===== src/rtl/pipe_pkg.sv =====
// pipe_pkg: widths, control-word layout and immediate extension shared by the ID/EX and EX/MEM stages.
package pipe_pkg;
    localparam int REG_W   = 5;
    localparam int DATA_W  = 32;
    localparam int IMM_W   = 16;
    localparam int ALUOP_W = 4;
    localparam int CTRL_W  = 8;
    localparam int CNT_W   = 16;

    typedef logic [REG_W-1:0]   reg_t;
    typedef logic [DATA_W-1:0]  data_t;
    typedef logic [ALUOP_W-1:0] aluop_t;

    // Field order is bit7..bit0 of the control word.
    typedef struct packed {
        logic zero_ext;
        logic branch;
        logic reg_dst;
        logic alu_src;
        logic mem_to_reg;
        logic mem_write;
        logic mem_read;
        logic reg_write;
    } ctrl_t;

    function automatic data_t imm_ext(input logic [IMM_W-1:0] imm, input logic zero_ext);
        return zero_ext ? {{(DATA_W-IMM_W){1'b0}}, imm} : {{(DATA_W-IMM_W){imm[IMM_W-1]}}, imm};
    endfunction
endpackage


===== src/rtl/wb_bypass.sv =====
// wb_bypass: operand source select; $zero reads 0, a same-cycle writeback to the register wins over the file.
//   src_i      register specifier being read
//   rd_data_i  register-file read data for src_i
//   wb_we_i, wb_addr_i, wb_data_i  writeback port
//   data_o     resolved operand
module wb_bypass
    import pipe_pkg::*;
(
    input  logic  [REG_W-1:0]  src_i,
    input  logic  [DATA_W-1:0] rd_data_i,
    input  logic               wb_we_i,
    input  logic  [REG_W-1:0]  wb_addr_i,
    input  logic  [DATA_W-1:0] wb_data_i,
    output logic  [DATA_W-1:0] data_o
);
    always_comb
        data_o = (src_i == '0) ? '0 : (wb_we_i && wb_addr_i == src_i) ? wb_data_i : rd_data_i;
endmodule


===== src/rtl/id_ex_stage.sv =====
// id_ex_stage: ID/EX pipeline register with writeback bypass, load-use stall detection and stall counter.
//   Clk, Reset (async, active low)
//   InValid, Flush, Rs/Rt/Rd, ReadData1/2, Imm, ALUOp, Ctrl  decode slot
//   WB_RegWrite, WB_WriteRegister, WB_WriteData                writeback port
//   Stall                                                      hold PC and IF/ID
//   ExValid, ExRs, ExRt, ExDestReg, ExA, ExB, ExImm, ExCtrl, ExALUOp  EX-stage register
//   StallCount                                                 saturating load-use stall cycles
module id_ex_stage
    import pipe_pkg::*;
(
    input  logic               Clk,
    input  logic               Reset,
    input  logic               InValid,
    input  logic               Flush,
    input  logic [REG_W-1:0]   Rs,
    input  logic [REG_W-1:0]   Rt,
    input  logic [REG_W-1:0]   Rd,
    input  logic [DATA_W-1:0]  ReadData1,
    input  logic [DATA_W-1:0]  ReadData2,
    input  logic [IMM_W-1:0]   Imm,
    input  logic [ALUOP_W-1:0] ALUOp,
    input  logic [CTRL_W-1:0]  Ctrl,
    input  logic               WB_RegWrite,
    input  logic [REG_W-1:0]   WB_WriteRegister,
    input  logic [DATA_W-1:0]  WB_WriteData,
    output logic               Stall,
    output logic               ExValid,
    output logic [REG_W-1:0]   ExRs,
    output logic [REG_W-1:0]   ExRt,
    output logic [REG_W-1:0]   ExDestReg,
    output logic [DATA_W-1:0]  ExA,
    output logic [DATA_W-1:0]  ExB,
    output logic [DATA_W-1:0]  ExImm,
    output logic [CTRL_W-1:0]  ExCtrl,
    output logic [ALUOP_W-1:0] ExALUOp,
    output logic [CNT_W-1:0]   StallCount
);
    ctrl_t  in_ctrl, ctrl_q, ctrl_d;
    logic   valid_q, valid_d, bubble;
    reg_t   rs_q, rs_d, rt_q, rt_d, dest_q, dest_d;
    data_t  a_q, a_d, b_q, b_d, imm_q, imm_d, src_a, src_b;
    aluop_t op_q, op_d;
    logic [CNT_W-1:0] cnt_q, cnt_d;

    assign in_ctrl = ctrl_t'(Ctrl);

    wb_bypass u_byp_a (
        .src_i(Rs), .rd_data_i(ReadData1), .wb_we_i(WB_RegWrite),
        .wb_addr_i(WB_WriteRegister), .wb_data_i(WB_WriteData), .data_o(src_a)
    );

    wb_bypass u_byp_b (
        .src_i(Rt), .rd_data_i(ReadData2), .wb_we_i(WB_RegWrite),
        .wb_addr_i(WB_WriteRegister), .wb_data_i(WB_WriteData), .data_o(src_b)
    );

    // The bubble clears mem_read in EX, so the stall self-terminates after one cycle.
    assign Stall  = InValid & ~Flush & valid_q & ctrl_q.mem_read & (rt_q != '0) & (rt_q == Rs | rt_q == Rt);
    assign bubble = Flush | Stall;

    always_comb begin
        valid_d = bubble ? 1'b0 : InValid;
        ctrl_d  = (bubble || !InValid) ? '0 : in_ctrl;
        a_d     = bubble ? a_q : src_a;
        b_d     = bubble ? b_q : src_b;
        imm_d   = bubble ? imm_q : imm_ext(Imm, in_ctrl.zero_ext);
        rs_d    = bubble ? rs_q : Rs;
        rt_d    = bubble ? rt_q : Rt;
        dest_d  = bubble ? dest_q : (in_ctrl.reg_dst ? Rd : Rt);
        op_d    = bubble ? op_q : ALUOp;
        cnt_d   = (Stall && cnt_q != '1) ? cnt_q + 1'b1 : cnt_q;
    end

    always_ff @(posedge Clk or negedge Reset) begin
        if (!Reset) begin
            valid_q <= 1'b0;
            ctrl_q  <= '0;
            a_q     <= '0;
            b_q     <= '0;
            imm_q   <= '0;
            rs_q    <= '0;
            rt_q    <= '0;
            dest_q  <= '0;
            op_q    <= '0;
            cnt_q   <= '0;
        end else begin
            valid_q <= valid_d;
            ctrl_q  <= ctrl_d;
            a_q     <= a_d;
            b_q     <= b_d;
            imm_q   <= imm_d;
            rs_q    <= rs_d;
            rt_q    <= rt_d;
            dest_q  <= dest_d;
            op_q    <= op_d;
            cnt_q   <= cnt_d;
        end
    end

    assign ExValid    = valid_q;
    assign ExCtrl     = ctrl_q;
    assign ExA        = a_q;
    assign ExB        = b_q;
    assign ExImm      = imm_q;
    assign ExRs       = rs_q;
    assign ExRt       = rt_q;
    assign ExDestReg  = dest_q;
    assign ExALUOp    = op_q;
    assign StallCount = cnt_q;
endmodule


===== config.mk =====
export PLATFORM = sky130hd
export DESIGN_NAME = id_ex_stage
export DESIGN_NICKNAME = d
export VERILOG_FILES = /design/src/rtl/pipe_pkg.sv /design/src/rtl/wb_bypass.sv /design/src/rtl/id_ex_stage.sv
export SDC_FILE = /design/constraint.sdc
export NUM_CORES = 1
export LEC_CHECK = 0
export ABC_AREA = 1
export CORE_AREA = 2 2 125 127
export CTS_CLUSTER_SIZE = 28
export DETAILED_ROUTE_END_ITERATION = 8
export DIE_AREA = 0 0 127 129
export PLACE_DENSITY = 0.86
export SYNTH_ARGS = -nofsm -noshare
export SYNTH_HDL_FRONTEND = slang
export SYNTH_SLANG_ARGS = --single-unit

===== constraint.sdc =====
create_clock -name Clk -period 3.1 [get_ports Clk]
set_clock_uncertainty 0.15 [all_clocks]
set_input_delay 0.465 -clock Clk [delete_from_list [all_inputs] [get_ports Clk]]
set_output_delay 0.465 -clock Clk [all_outputs]
set_load 0.01 [all_outputs]

==> impl_metrics.yaml, run 1 <==
global_routing:
  grt_pass1_vias: 6942
  grt_usage: 0.266
  grt.busiest_layer: "met2"
  grt_max_degree: 65
  antenna_found_initial: 0
  gr-total-overflow: 0
  grtUsageMet1: 0.336
  grt_pass1_wl_mm: 34.6
  met3_usage: 0.0549
  use_met2: 0.458
routing:
  via_count: 7215
  firstDrtPassIters: 7
  remaining_drc_errors: 0
  drt-vias-per-instance: 4.78
  ant_nets: 0
  wire_per_inst_um: 14.4
  route.final.wire_length_mm: 21.7
  dr.first_iter.drc_count: 510
sta:
  drv_slew: 0
  layout_setup_ws_ns: 0.210
  hold_viol_final: 0
  min_period_ns: 2.89
  rsz0062_at_grt: "false"
  worstMarginPinSlew_ns: 0.456
  finalCritPeriodShare: 0.932
  slew_headroom: 0.696
  fmax_ghz: 0.346
  tns_ns: 0
  finalSetupViolCount: 0
status:
  outcome: "completed"
clocking:
  ctsResizeCount: 0
  cts_num_sinks: 125
  insertion_delay_ns: 0.42
  cts_tree: "done"
  path_clk_slew_ns: 0.06
  cts_root_buf: "clkbuf_16"
  cts_max_level: 4
  cts_buffers: 17
  clock_path_buffers: 2
placed_design:
  placed_cell_area_um2: 9890
  place_ws_ns: 0.226
  hpwl_mm: 15.2
  portBuffers: 289
  routabilityCongestion: 0.880
power:
  power.density_nw_per_um2: 453
  cellLeakagePower_nw: 5.58
  total_power_mw: 4.74
  peakVddDrop_uv: 359
synth:
  avgSynthCellArea_um2: 6.61
  synth.area.top_cells: "dfrtp_1 (45%), nand2_1 (26%), nor2_1 (8.9%)"
  synth_nets: 1198
  ys_ff_latch: 125
  postSynthCellCount: 1048
  post_synth_num_cell_types: 22
  yosysSeqAreaShare: 0.452
  yosysTopAreaCell: "dfrtp_1"
  synthesis.area_um2: 6930
  synth_top_area_share: 0.452
  synth_warnings: 0
setup_path:
  endpoint_kind: "primary output"
  cp_max_fo: 5
  critPathLaunchType: "input pin"
  required_ns: 2.48
  ff2ff_setup_slack_ns: 0.91
  crit_type: "in -> out"
  arrival_ns: 2.27
floorplan:
  die_area_um2: 16400
  pin_count: 290
  initial_utilization: 0.462
  core_um2: 15000
  die_y_um: 129
  dieWidth_um: 127
  num_rows: 45
final_layout:
  layout_common_cells: "nand2_1 (478), clkdlybuf4s50_1 (288), nor2_1 (165)"
  synthToLayoutAreaGrowth_pct: 51.0
  stdcell_area_um2: 10500
  multiInputGateArea_um2: 3040
  num-fill-cells: 1213
  final_common_cell: "nand2_1"
  fin_util: 0.699
  antennaDiodeCount: 0
  nets: 1459
  drive_above_1_share: 0.0424
  final-seq-area_um2: 3130
hold_path:
  hold_class: "reg -> reg"
flow_run:
  maxCapViolCount: 0
## Yosys cell counts, drive strengths merged
cell type / n
xor2: 5
nand3: 52
nor3: 5
dfrtp: 125
inv: 115
nand3b: 1
xnor2: 9
ha: 1
buf: 46
a21oi: 1
clkbuf: 15
nand2: 481
nand4: 3
nor2: 165
o21ai: 24
## power breakdown
part           internal, mW  switching [mW]
combinational         0.545           0.458
sequential             1.77          0.0867
clock                  1.12           0.762
total                  3.43            1.31
## metal layers
| layer | up-vias | share of wire |
|---|---|---|
| met5 | - | 0 |
| met4 | 0 | 0.019 |
| met3 | 32 | 0.057 |
| met2 | 248 | 0.50 |
| met1 | 3323 | 0.42 |
| li1 | 3612 | - |
## layout make-up
class                           instances  share of cell area
Clock buffer                           18              0.0420
Clock inverter                         14              0.0115
Inverter                              115              0.0413
Multi-Input combinational cell        747               0.290
Sequential cell                       125               0.299
Tap cell                              188              0.0225
Timing Repair Buffer                  303               0.294
## final timing paths
kind,start,end,depth (start not counted)
setup / recovery,Rt[3],Stall,10
hold / removal,ExImm[8],ExImm[8],2
setup reg to reg,ExRt[0],ExB[0],10
hold reg to reg,ExImm[8],ExImm[8],2
max in group asynchronous,Reset,ExB[10],3
min in group asynchronous,Reset,ExRt[1],2
## worst max-delay path, stage by stage
cell and delay, ns:
clkdlybuf4s50_1 0.58, inv_2 0.06, nand2_1 0.06, nand2_1 0.05, nor2_1 0.14, nand3_1 0.10
nand2_2 0.13, nand2_2 0.06, inv_1 0.07, clkdlybuf4s50_1 0.55
## cell families after synthesis
| logic type | share of synthesized area |
|---|---|
| xor+xnor | 0.0177 |
| flops | 0.452 |
| compound gates | 0.0197 |
| simple gates | 0.398 |
| buf+inv | 0.111 |
| fa+ha+maj | 0.00181 |
## state kept, by name, indices dropped and copies added (netlist names)
signal / flops
ExRt: 5
ExALUOp: 4
ExDestReg: 5
StallCount: 16
ExImm: 17
ExRs: 5
ExB: 32
ExValid: 1
ExA: 32
ExCtrl: 8
## stage by stage
stage	hold WS [ns]	cells
after floorplan	0.0194	1048
after global placement	0.238	1477
after detailed placement	0.243	1477
after CTS	0.322	1510
after global routing	0.345	1510
final	0.317	1510
## what timing repair did
item | in CTS | in global routing
buffers inserted | 0 | 0
endpoints found under the hold margin | 21 | 0
hold buffers | 1 | 0
No activity file was read; power rests on OpenSTA's default activity.
==> run 2: changes to the inputs <==
--- a/config.mk
+++ b/config.mk
@@ -6,11 +6,13 @@
 export NUM_CORES = 1
 export LEC_CHECK = 0
 export ABC_AREA = 1
-export CORE_AREA = 2 2 125 127
+export CELL_PAD_IN_SITES_DETAIL_PLACEMENT = 1
+export CELL_PAD_IN_SITES_GLOBAL_PLACEMENT = 2
+export CORE_AREA = 2 2 173 175
 export CTS_CLUSTER_SIZE = 28
 export DETAILED_ROUTE_END_ITERATION = 8
-export DIE_AREA = 0 0 127 129
-export PLACE_DENSITY = 0.86
+export DIE_AREA = 0 0 175 177
+export PLACE_DENSITY_LB_ADDON = 0.1
 export SYNTH_ARGS = -nofsm -noshare
 export SYNTH_HDL_FRONTEND = slang
 export SYNTH_SLANG_ARGS = --single-unit
==> constraint.sdc (replaced) <==
create_clock -name Clk -period 3.1 [get_ports Clk]
set_clock_uncertainty 0.15 [all_clocks]
set_input_delay 0.62 -clock Clk [delete_from_list [all_inputs] [get_ports Clk]]
set_output_delay 0.62 -clock Clk [all_outputs]
set_load 0.01 [all_outputs]
==> impl_metrics.yaml, run 2 (synthesized netlist as in run 1, its figures left out) <==
status:
  outcome: "completed"
global_routing:
  grt_pass1_wl_mm: 41.3
  grt_pass1_vias: 7221
  grt_max_degree: 69
  antenna_found_initial: 3
  grt_usage: 0.172
  gr-total-overflow: 0
floorplan:
  num_rows: 63
  die_area_um2: 31000
  pin_count: 290
  core_um2: 29200
  die_y_um: 177
  dieWidth_um: 175
  initial_utilization: 0.237
placed_design:
  portBuffers: 289
  placed_cell_area_um2: 10300
  dp_cells: 1701
  hpwl_mm: 18.5
  place_ws_ns: -0.0777
  routabilityCongestion: 0.777
routing:
  ant_nets: 0
  remaining_drc_errors: 0
  drt-vias-per-instance: 4.10
  wire_per_inst_um: 15.1
  dr.first_iter.drc_count: 281
  via_count: 7104
  route.final.wire_length_mm: 26.2
  firstDrtPassIters: 4
clocking:
  cts_root_buf: "clkbuf_16"
  cts_num_sinks: 125
  clock_path_buffers: 2
  cts_max_level: 4
  path_clk_slew_ns: 0.06
  cts_tree: "done"
  hold_buffers: 0
  insertion_delay_ns: 0.42
  cts_buffers: 17
sta:
  worstMarginPinSlew_ns: 0.615
  finalCritPeriodShare: 0.934
  drv_slew: 0
  hold_viol_final: 0
  layout_setup_ws_ns: 0.205
  fmax_ghz: 0.345
  finalSetupViolCount: 0
  slew_headroom: 0.590
  rsz0062_at_grt: "false"
  min_period_ns: 2.90
setup_path:
  required_ns: 2.33
  cp_max_fo: 4
  rr_endpoint: "ExA[1]"
  reg2reg_from: "ExRt[3]"
  arrival_ns: 2.13
  reg2reg_depth: 12
  critPathLaunchType: "input pin"
  crit_type: "in -> out"
  endpoint_kind: "primary output"
  ff2ff_setup_slack_ns: 0.86
final_layout:
  synthToLayoutAreaGrowth_pct: 57.4
  layout_common_cells: "nand2_1 (478), clkdlybuf4s50_1 (287), nor2_1 (165)"
  final_common_cell: "nand2_1"
  stdcell_area_um2: 10900
  fin_cells: 1734
  nets: 1480
  fin_util: 0.373
  drive_above_1_share: 0.0596
power:
  power.density_nw_per_um2: 453
  peakVddDrop_uv: 362
  total_power_mw: 4.94
  cellLeakagePower_nw: 5.70
hold_path:
  hold_class: "in -> async"
flow_run:
  maxCapViolCount: 0
[run 2: cell types whose count changed in the layout (fill, tap and decap cells not counted), moves of 2 or more]
cell	delta
inv_6	+4
clkinv_2	-3
buf_4	+22
nand3_2	+2
nand3_1	-2
[run 2: power by group]
group / internal (mW) / leakage, nW / switching (mW)
Clock: 1.20 / 0.277 / 0.858
Combinational: 0.560 / 3.86 / 0.475
Sequential: 1.76 / 1.57 / 0.0847
Total: 3.52 / 5.70 / 1.42
[run 2: timing repair]
item	in CTS	in global routing
gates resized for setup	1	0
setup endpoints to repair	1	0
setup buffers	0	0
[run 2: worst max-delay path, stage by stage]
cell and delay (ns):
clkdlybuf4s50_1 0.53, inv_1 0.08, nand2_1 0.07, nand2_1 0.05
nor2_1 0.10, nand3_1 0.11, nand2_2 0.12, nand2_2 0.06
inv_1 0.07, dlygate4sd2_1 0.31
[run 2: cell type report]
cell class | instances | area, um2
Multi-Input combinational cell | 747 | 3050
Antenna cell | 1 | 2.50
Tap cell | 390 | 488
Timing Repair Buffer | 324 | 3220
Fill cell | 3657 | 18300
Inverter | 115 | 432
Sequential cell | 125 | 3130
Clock buffer | 17 | 425
Clock inverter | 15 | 161
[run 2: worst max path at each step]
stage                      from     to  slack (ns)  cells after the start
after global routing      Rs[1]  Stall        0.08                     10
after floorplan           Rt[1]  Stall        0.95                      9
after detailed placement  Rs[4]  Stall       -0.08                     10
after CTS                 Rs[4]  Stall        0.19                     10
after global placement    Rs[4]  Stall       -0.03                     10
final                     Rs[4]  Stall        0.20                     10
[run 2: per-layer routing]
metal | track usage | vias to the layer above | routed length [um]
met1 | 0.221 | 3236 | 12200
met3 | 0.0561 | 19 | 1880
met5 | 0 | - | 27
met4 | 0.0517 | 4 | 276
li1 | - | 3649 | -
met2 | 0.276 | 196 | 11800
[run 2: stage by stage]
stage	TNS, ns	hold WS [ns]
floorplan	0	0.174
global placement	-0.0344	0.302
detailed placement	-0.0777	0.307
CTS	0	0.0438
global route	0	0.0550
finish	0	0.00864
==> run 3: changes to the inputs <==
--- a/config.mk
+++ b/config.mk
@@ -8,10 +8,10 @@
 export ABC_AREA = 1
 export CELL_PAD_IN_SITES_DETAIL_PLACEMENT = 1
 export CELL_PAD_IN_SITES_GLOBAL_PLACEMENT = 2
-export CORE_AREA = 2 2 173 175
+export CORE_AREA = 2 2 181 183
 export CTS_CLUSTER_SIZE = 28
 export DETAILED_ROUTE_END_ITERATION = 8
-export DIE_AREA = 0 0 175 177
+export DIE_AREA = 0 0 183 185
 export PLACE_DENSITY_LB_ADDON = 0.1
 export SYNTH_ARGS = -nofsm -noshare
 export SYNTH_HDL_FRONTEND = slang
==> constraint.sdc (replaced) <==
create_clock -name Clk -period 2.85 [get_ports Clk]
set_clock_uncertainty 0.15 [all_clocks]
set_input_delay 0.57 -clock Clk [delete_from_list [all_inputs] [get_ports Clk]]
set_output_delay 0.57 -clock Clk [all_outputs]
set_load 0.01 [all_outputs]
==> impl_metrics.yaml, run 3 (synthesized netlist as in run 1, its figures left out) <==
status:
  outcome: "completed"
placed_design:
  portBuffers: 289
  routabilityCongestion: 0.756
  hpwl_mm: 19.7
global_routing:
  antenna_found_initial: 3
  grt_pass1_vias: 7384
  gr-total-overflow: 0
  grt_pass1_wl_mm: 42.2
  grt_max_degree: 65
  grt_usage: 0.162
clocking:
  insertion_delay_ns: 0.42
  path_clk_slew_ns: 0.06
  clock_path_buffers: 2
  cts_tree: "done"
  cts_buffers: 17
  cts_max_level: 4
  cts_num_sinks: 125
  cts_root_buf: "clkbuf_16"
sta:
  rsz0062_at_grt: "false"
  slew_headroom: 0.623
  worstMarginPinSlew_ns: 0.566
  fmax_ghz: 0.384
  finalSetupViolCount: 0
  hold_slack_ns: 0.318
  min_period_ns: 2.61
  finalCritPeriodShare: 0.914
  hold_viol_final: 0
  drv_slew: 0
hold_path:
  min-delay-start: "ExDestReg[2]"
  hold_depth: 2
  hold_class: "reg -> reg"
  worst_hold_path.endpoint: "ExDestReg[2]"
setup_path:
  critPathLaunchType: "input pin"
  cp_max_fo: 2
  path_common_cell: "inv_1"
  path_buf_inv: 5
  endpoint_kind: "primary output"
  rr_endpoint: "ExRt[1]"
  reg2reg_from: "ExRt[0]"
  crit_type: "in -> out"
  required_ns: 2.13
  crit_family: "buffers and inverters"
  slowest_stage: "clkdlybuf4s50_1"
  crit_chain: "clkdlybuf4s50_1 > inv_1 > nor3_1 > o21ai_1 > inv_1 > nand2_2 > inv_1 > clkbuf_2"
  reg2reg_depth: 10
  ff2ff_setup_slack_ns: 0.55
  arrival_ns: 1.89
  critPathMaxStageDelay_ns: 0.47
power:
  power.density_nw_per_um2: 497
  cellLeakagePower_nw: 5.77
  power_frac_comb: 0.208
  switching_share: 0.272
  peakVddDrop_uv: 394
  seqPwrFrac: 0.366
  total_power_mw: 5.50
  power.switching_mw: 1.50
  internal_power_mw: 4.00
  p_clk_frac: 0.426
final_layout:
  layout_common_cells: "nand2_1 (478), clkdlybuf4s50_1 (287), nor2_1 (165)"
  synthToLayoutAreaGrowth_pct: 59.7
  nets: 1487
  drive_above_1_share: 0.0644
  final_common_cell: "nand2_1"
routing:
  via_count: 7213
  remaining_drc_errors: 0
  dr.first_iter.drc_count: 223
  route.final.wire_length_mm: 27.0
  wire_per_inst_um: 15.3
  firstDrtPassIters: 4
  drt-vias-per-instance: 4.10
  ant_nets: 0
floorplan:
  pin_count: 290
  die_y_um: 185
  core_um2: 32000
  die_area_um2: 33900
  dieWidth_um: 183
  initial_utilization: 0.216
  num_rows: 66
flow_run:
  maxCapViolCount: 0
## run 3: worst max-delay path by stage
stage             from    end  slack (ns)  depth (start not counted)
6_report       InValid  Stall        0.24                          8
4_1_cts          Rs[4]  Stall        0.06                         10
5_1_grt          Rs[3]  Stall        0.09                         10
2_1_floorplan    Rt[1]  Stall        0.80                          9
3_5_place_dp   InValid  Stall       -0.21                          8
3_3_place_gp     Rs[4]  Stall       -0.18                         10
## run 3: routing by layer
metal  vias to the layer above  share of wire  track usage
met4                         2          0.012       0.0403
met5                         -        0.00041            0
met3                        27          0.078       0.0594
met2                       207           0.45        0.258
met1                      3310           0.46        0.208
li1                       3667              -            -
## run 3: area by class of cell
type	count	area [um2]
repair buffers	331	3320
inverters	115	432
fillers	3966	21000
diodes	2	5.00
multi-input cells	747	3050
clock inverters	15	198
clock buffers	17	425
flip-flops and latches	125	3130
well taps	408	510
## run 3: power by group through the flow
| stage | Combinational, mW | Clock (mW) | Sequential (mW) |
|---|---|---|---|
| floorplan | 0.354 | 0 | 2.10 |
| global placement | 1.16 | 0 | 2.04 |
| detailed placement | 1.17 | 0 | 2.05 |
| CTS | 1.17 | 2.44 | 2.02 |
| global route | 1.27 | 2.51 | 2.03 |
| finish | 1.14 | 2.34 | 2.01 |
## run 3: per-stage QoR
stage                      util  cells  TNS, ns  worst slack (ns)  cell area (um2)
after detailed placement  0.326   1725   -0.236            -0.211            10400
after CTS                 0.345   1758        0            0.0590            11100
after global routing      0.345   1758        0            0.0926            11100
final                     0.345   1760        0             0.244            11100
after floorplan               -   1048        0             0.799             6930
after global placement    0.326   1725   -0.180            -0.180            10400
## run 3: timing repair
item                                   CTS  global route
hold buffers                             1             0
resized for setup                        1             2
setup buffers                            0             0
endpoints found under the hold margin   36             0
setup endpoints to repair                1             1
## run 3: worst reg2reg max path, delay by kind of cell (launching register included)
kind	cells	cell delay [ns]
simple gates	6	0.69
buf+inv	3	0.69
flops	1	0.49
compound gates	1	0.16
